### src/rtl/mdu_iterative_pkg.sv
// Shared constants for the iterative multiply/divide unit: operand width,
// operation encodings, FSM state encodings and a sign-correction helper.
package mdu_iterative_pkg;

  localparam int unsigned XLEN = 32;

  localparam logic [1:0] MDU_MULT  = 2'b00;
  localparam logic [1:0] MDU_MULTU = 2'b01;
  localparam logic [1:0] MDU_DIV   = 2'b10;
  localparam logic [1:0] MDU_DIVU  = 2'b11;

  localparam logic [1:0] StIdle  = 2'd0;
  localparam logic [1:0] StCalc  = 2'd1;
  localparam logic [1:0] StFixup = 2'd2;
  localparam logic [1:0] StDone  = 2'd3;

  // Two's-complement negate when neg is set; used for magnitudes and fixup.
  function automatic logic [XLEN-1:0] cond_neg(input logic [XLEN-1:0] v, input logic neg);
    return neg ? -v : v;
  endfunction

endpackage

### src/rtl/mdu_iter_step.sv
// One combinational iteration: MSB-first shift-add multiply step, or one
// restoring-divide step producing a single quotient bit.
module mdu_iter_step
  import mdu_iterative_pkg::*;
(
  input  logic              div_mode_i,
  input  logic [2*XLEN-1:0] acc_i,
  input  logic [XLEN-1:0]   operand_i,
  input  logic              bit_i,
  output logic [2*XLEN-1:0] acc_o,
  output logic              q_bit_o
);

  logic [XLEN:0]   shifted;
  logic [XLEN+1:0] diff;

  always_comb begin
    shifted = {acc_i[XLEN-1:0], bit_i};
    diff    = {1'b0, shifted} - {2'b00, operand_i};
    acc_o   = '0;
    q_bit_o = 1'b0;
    if (div_mode_i) begin
      // Partial remainder lives in the low XLEN+1 bits; a borrow means restore.
      q_bit_o          = ~diff[XLEN+1];
      acc_o[XLEN:0]    = q_bit_o ? diff[XLEN:0] : shifted;
    end else begin
      acc_o = (acc_i << 1) + (bit_i ? {{XLEN{1'b0}}, operand_i} : {(2*XLEN){1'b0}});
    end
  end

endmodule

### src/rtl/mdu_iterative.sv
// Multicycle MULT/MULTU/DIV/DIVU unit: magnitude iteration over ITER cycles,
// then sign fixup into the {hi,lo} result register with a one-cycle ready.
module mdu_iterative
  import mdu_iterative_pkg::*;
#(
  parameter int unsigned ITER = XLEN
) (
  input  logic              clk_i,
  input  logic              rst_ni,
  input  logic              start_i,
  input  logic [1:0]        op_i,
  input  logic [XLEN-1:0]   src_a_i,
  input  logic [XLEN-1:0]   src_b_i,
  input  logic              cancel_i,
  output logic              busy_o,
  output logic              ready_o,
  output logic [2*XLEN-1:0] result_o
);

  localparam int unsigned     CntW    = $clog2(ITER);
  localparam logic [CntW-1:0] LastCnt = CntW'(ITER - 1);

  logic [1:0]        state_q, state_d;
  logic              is_div_q, is_div_d;
  logic [XLEN-1:0]   opnd_q, opnd_d;
  // Shifts multiplier/dividend bits out at the top, quotient bits in at the bottom.
  logic [XLEN-1:0]   sh_q, sh_d;
  logic [2*XLEN-1:0] acc_q, acc_d;
  logic [CntW-1:0]   cnt_q, cnt_d;
  logic              neg_lo_q, neg_lo_d;
  logic              neg_hi_q, neg_hi_d;
  logic              divz_q, divz_d;
  logic [XLEN-1:0]   src_a_q, src_a_d;
  logic [2*XLEN-1:0] result_q, result_d;

  logic              accept;
  logic              is_signed, sign_a, sign_b;
  logic [2*XLEN-1:0] step_acc;
  logic              step_q;
  logic [2*XLEN-1:0] fixed;
  logic [XLEN-1:0]   quo, rem;

  mdu_iter_step u_step (
    .div_mode_i (is_div_q),
    .acc_i      (acc_q),
    .operand_i  (opnd_q),
    .bit_i      (sh_q[XLEN-1]),
    .acc_o      (step_acc),
    .q_bit_o    (step_q)
  );

  always_comb begin
    quo = cond_neg(sh_q, neg_lo_q);
    rem = cond_neg(acc_q[XLEN-1:0], neg_hi_q);
    if (!is_div_q) begin
      fixed = neg_lo_q ? -acc_q : acc_q;
    end else if (divz_q) begin
      fixed = {src_a_q, {XLEN{1'b1}}};
    end else begin
      fixed = {rem, quo};
    end
  end

  always_comb begin
    state_d   = state_q;
    is_div_d  = is_div_q;
    opnd_d    = opnd_q;
    sh_d      = sh_q;
    acc_d     = acc_q;
    cnt_d     = cnt_q;
    neg_lo_d  = neg_lo_q;
    neg_hi_d  = neg_hi_q;
    divz_d    = divz_q;
    src_a_d   = src_a_q;
    result_d  = result_q;

    accept    = start_i & ~cancel_i & ((state_q == StIdle) | (state_q == StDone));
    is_signed = ~op_i[0];
    sign_a    = is_signed & src_a_i[XLEN-1];
    sign_b    = is_signed & src_b_i[XLEN-1];

    case (state_q)
      StIdle, StDone: begin
        state_d = StIdle;
        if (accept) begin
          state_d  = StCalc;
          is_div_d = op_i[1];
          acc_d    = '0;
          cnt_d    = '0;
          src_a_d  = src_a_i;
          neg_lo_d = sign_a ^ sign_b;
          neg_hi_d = op_i[1] ? sign_a : (sign_a ^ sign_b);
          divz_d   = op_i[1] & (src_b_i == '0);
          if (op_i[1]) begin
            opnd_d = cond_neg(src_b_i, sign_b);
            sh_d   = cond_neg(src_a_i, sign_a);
          end else begin
            opnd_d = cond_neg(src_a_i, sign_a);
            sh_d   = cond_neg(src_b_i, sign_b);
          end
        end
      end
      StCalc: begin
        if (cancel_i) begin
          state_d = StIdle;
        end else begin
          acc_d = step_acc;
          sh_d  = {sh_q[XLEN-2:0], step_q};
          cnt_d = cnt_q + 1'b1;
          if (cnt_q == LastCnt) begin
            state_d = StFixup;
          end
        end
      end
      StFixup: begin
        if (cancel_i) begin
          state_d = StIdle;
        end else begin
          result_d = fixed;
          state_d  = StDone;
        end
      end
      default: state_d = StIdle;
    endcase
  end

  always_ff @(posedge clk_i or negedge rst_ni) begin
    if (!rst_ni) begin
      state_q  <= StIdle;
      is_div_q <= 1'b0;
      opnd_q   <= '0;
      sh_q     <= '0;
      acc_q    <= '0;
      cnt_q    <= '0;
      neg_lo_q <= 1'b0;
      neg_hi_q <= 1'b0;
      divz_q   <= 1'b0;
      src_a_q  <= '0;
      result_q <= '0;
    end else begin
      state_q  <= state_d;
      is_div_q <= is_div_d;
      opnd_q   <= opnd_d;
      sh_q     <= sh_d;
      acc_q    <= acc_d;
      cnt_q    <= cnt_d;
      neg_lo_q <= neg_lo_d;
      neg_hi_q <= neg_hi_d;
      divz_q   <= divz_d;
      src_a_q  <= src_a_d;
      result_q <= result_d;
    end
  end

  assign busy_o   = (state_q == StCalc) | (state_q == StFixup);
  assign ready_o  = (state_q == StDone);
  assign result_o = result_q;

endmodule

### config.mk
export PLATFORM = sky130hd
export DESIGN_NAME = mdu_iterative
export DESIGN_NICKNAME = d
export VERILOG_FILES = /design/src/rtl/mdu_iterative_pkg.sv /design/src/rtl/mdu_iter_step.sv /design/src/rtl/mdu_iterative.sv
export SDC_FILE = /design/constraint.sdc
export NUM_CORES = 1
export LEC_CHECK = 0
export CAP_MARGIN = 20
export CORE_MARGIN = 2
export CORE_UTILIZATION = 55
export CTS_CLUSTER_SIZE = 14
export DETAILED_ROUTE_END_ITERATION = 16
export GPL_ROUTABILITY_DRIVEN = 0
export PLACE_DENSITY = 0.76
export SLEW_MARGIN = 5
export SYNTH_ARGS = -nofsm -noshare
export SYNTH_HDL_FRONTEND = slang
export SYNTH_SLANG_ARGS = --single-unit
### constraint.sdc
create_clock -name clk_i -period 3.5 [get_ports clk_i]
set_input_delay 0.7 -clock clk_i [delete_from_list [all_inputs] [get_ports clk_i]]
set_output_delay 0.7 -clock clk_i [all_outputs]
set_load 0.01 [all_outputs]
==> metrics.txt <==
Post-synth EDFFs 0; leakage power 9.77 nW; Post-synth ARST share 100%; CTS Buf Count 26; first-pass detailed-route iteration total 8; overall power 13.3 mW; RSZ-0062 raised after global routing yes; synth cell count leaders nand2_1, o21ai_0, dfrtp_1; slack of the critical path -66.5 ps; Post-Synthesis Cells 2393; TritonCTS clock tree yes; Routed WL per cell 22.0 microns; met3 Use GR 6.56%; Top Usage Layer GRT met2; Int Pwr 7.46 mW; Arrival @ worst endpoint 4010 ps; Worst-Margin Slew 1110 ps; Final Skew 29.1 ps; HP Class input port to async pin; routed vias/inst 6.43; Post-Synth Adder-Cell Area 5.04%; vias in the first global route 18400; register area share after synthesis 31.1%; # rows 67; min cycle time layout 3570 ps; Mapped Area 0.0189 sq mm; Root Buffer clkbuf_16; via count 19500; combinational share of power 52.7%; endpoint type of the worst setup path flop; CTS Buffer Depth 3; CTS clk-pin slew, worst paths 60 ps; Net Sw Frac 44.1%; critical path class flop to flop; Reg-to-Reg End result_o[61]; xor and xnor area share after synthesis 12.3%; initial antenna violation count 3; Peak supply drop 0.435 mV; FILL cells 2760; ys flop type dfrtp_1; critical path peak fanout 3; routed wire length 66500 microns; die width 190 microns; initial DRC count 2196; yosys warns 0; Starting Density 56.2%; beginning of the worst register-to-register path acc_q[14]; met1 Use GR 45.7%; dpl hpwl 50600 microns; # IOs 136; hold_buf cts 0; failing checks setup timing; Core Box Area 0.0337 sq mm; synth top area cells dfrtp_1, xnor2_1, o21ai_0, nand2_1, ha_1; Slew Limit Fails 0; Mapped Nets 2538; final hold vios 0; Tcrit/Tclk final 102%; pwr/cell area 590 mW/mm^2; Die ar. 0.0359 sq mm; global-route wire length before repair 102000 microns; DRC Markers 0; PortBufs 135; worst skew pair latency 560 ps; # clock sinks 235; fraction of layout cells with a size suffix above 1 12.7%; relative slew slack 25.7%; cell taking the most area after synthesis dfrtp_1; total grt overflow 0; Post-Synth Simple-Gate Area 18.4%; TNS Setup -160 ps; total track usage 36.5%; Reg2Reg Setup Slack -70 ps; Reg power frac 27.1%; met2 usage 57.5%; Post-Syn Area per Cell 7.91 sq um; post-synth top area share 31.1%; Area Overhead vs Synth 19.4%; Compound-Gate Fraction of Synth Area 23.3%; FF/Latch Area 0.00589 sq mm; antenna-violating nets left 0; max-cap violations 0; post-synthesis mux area share 4.87%; Clock power frac 20.2%; Fmax 280 MHz; largest net degree at the start of global routing 95; outcome finished, violations left; register bit total from synthesis 235; Die Y 190 microns; CP required 3940 ps; worst r2r path cells 9; Synth cell types 72; final setup vio count 4; footprint of the multi-input gates 0.0123 sq mm; Post-layout nets 2703; largest family of logic cells by synthesized area compound AO/OA/AOI/OAI gates; Startpoint Class flop; Switch Pwr 5.88 mW; most instantiated library cell after synthesis nand2_1; H-tree depth 1
==> area by class of cell <==
type                            count  share of cell area [%]
Sequential cell                   235                    26.0
Multi-Input combinational cell   1914                    54.4
Timing Repair Buffer              308                    12.2
Clock inverter                     13                   0.415
Inverter                           73                    1.21
Clock buffer                       33                    3.26
Tap cell                          448                    2.48
Antenna cell                        1                  0.0111
==> per-layer routing <==
metal	up-vias	part of all wire (%)
met5	-	0.020
met1	9149	38
met3	337	9.3
met4	2	8.4
met2	1142	44
li1	8830	-
==> cells by family (layout without fill, tap and decap cells) <==
| logic type | count (synthesis) | in the layout |
|---|---|---|
| AO/OA/AOI/OAI | 730 | 730 |
| adder cells (fa/ha/maj) | 75 | 75 |
| XOR/XNOR | 265 | 265 |
| AND/OR/NAND/NOR | 758 | 758 |
| flip-flops | 235 | 235 |
| buffers and inverters | 244 | 427 |
| other | 0 | 1 |
| multiplexers | 86 | 86 |
==> state kept, by name, indices dropped and copies added, names as in the netlist <==
signal / count
src_a_q: 32
result_o: 64
neg_lo_q: 1
is_div_q: 1
cnt_q: 5
neg_hi_q: 1
acc_q: 64
opnd_q: 32
sh_q: 32
divz_q: 1
state_q: 2
==> power by group through the flow <==
stage               Combinational, mW  Sequential (mW)  Clock (mW)
global route                     7.51             3.65        2.79
floorplan                        4.36             3.43           0
finish                           7.03             3.61        2.69
detailed placement               6.62             3.63           0
CTS                              6.69             3.58        2.69
global placement                 6.47             3.60           0
==> critical path, stage by stage, from the launching register on <==
cell and delay (ps):
dfrtp_1 390, or4_4 550, or4_4 570, or3_4 390, or4_4 430, or4_4 450
nand2_2 90, xnor2_1 60, mux2_2 260, a221o_1 290
==> stage by stage <==
step / utilization [%] / hold WS (ps) / instance area (sq um) / setup slack [ps] / cells
6_report: 67.1 / 163 / 22600 / -66.5 / 3025
5_1_grt: 67.1 / 239 / 22600 / -118 / 3024
4_1_cts: 66.6 / 207 / 22400 / -58.6 / 3022
3_5_place_dp: 64.0 / 461 / 21600 / -450 / 2976
3_3_place_gp: 64.0 / 455 / 21600 / -437 / 2976
2_1_floorplan: - / 404 / 18900 / -131 / 2393
==> worst max path at each step <==
stage / start / to / slack (ps) / cells past startpoint
final: acc_q[14] / result_o[61] / -70 / 9
after global routing: acc_q[14] / result_o[61] / -120 / 9
after CTS: acc_q[15] / result_o[61] / -60 / 9
after detailed placement: sh_q[8] / result_o[31] / -450 / 9
after global placement: sh_q[8] / result_o[31] / -440 / 9
after floorplan: acc_q[12] / result_o[61] / -130 / 10
==> placed cells by master (no fill, tap or decap), types with 10 or more instances in the layout <==
master | synthesis | final
nor3_1 | 36 | 36
a22oi_1 | 16 | 16
buf_4 | 2 | 164
dfrtp_1 | 235 | 232
o21ai_0 | 268 | 264
nor2b_1 | 16 | 16
clkdlybuf4s50_1 | 0 | 133
a21o_1 | 37 | 36
or4_1 | 20 | 20
or2_2 | 12 | 10
and3_1 | 17 | 17
ha_1 | 73 | 67
nand4_1 | 27 | 27
clkbuf_16 | 0 | 26
o41ai_1 | 16 | 15
o211ai_1 | 12 | 12
a31oi_1 | 19 | 17
nand2_1 | 316 | 316
nand2b_1 | 15 | 13
xnor2_1 | 172 | 171
nor2_1 | 186 | 185
a21oi_1 | 170 | 168
xor2_1 | 93 | 92
and2_1 | 12 | 12
mux2_2 | 49 | 49
mux2i_1 | 37 | 37
inv_1 | 72 | 71
nand3_1 | 36 | 36
o21bai_1 | 10 | 10
o31ai_1 | 49 | 47
nor4_1 | 15 | 13
o22ai_1 | 33 | 33
or3_1 | 28 | 27
a211oi_1 | 41 | 40
o21a_1 | 13 | 13
==> repair_timing <==
action,4_1_cts,5_1_grt
setup buffers,0,2
gates resized for setup,6,35
pin swaps,2,9
setup endpoints to repair,5,64
No activity file was read; power rests on OpenSTA's default activity.
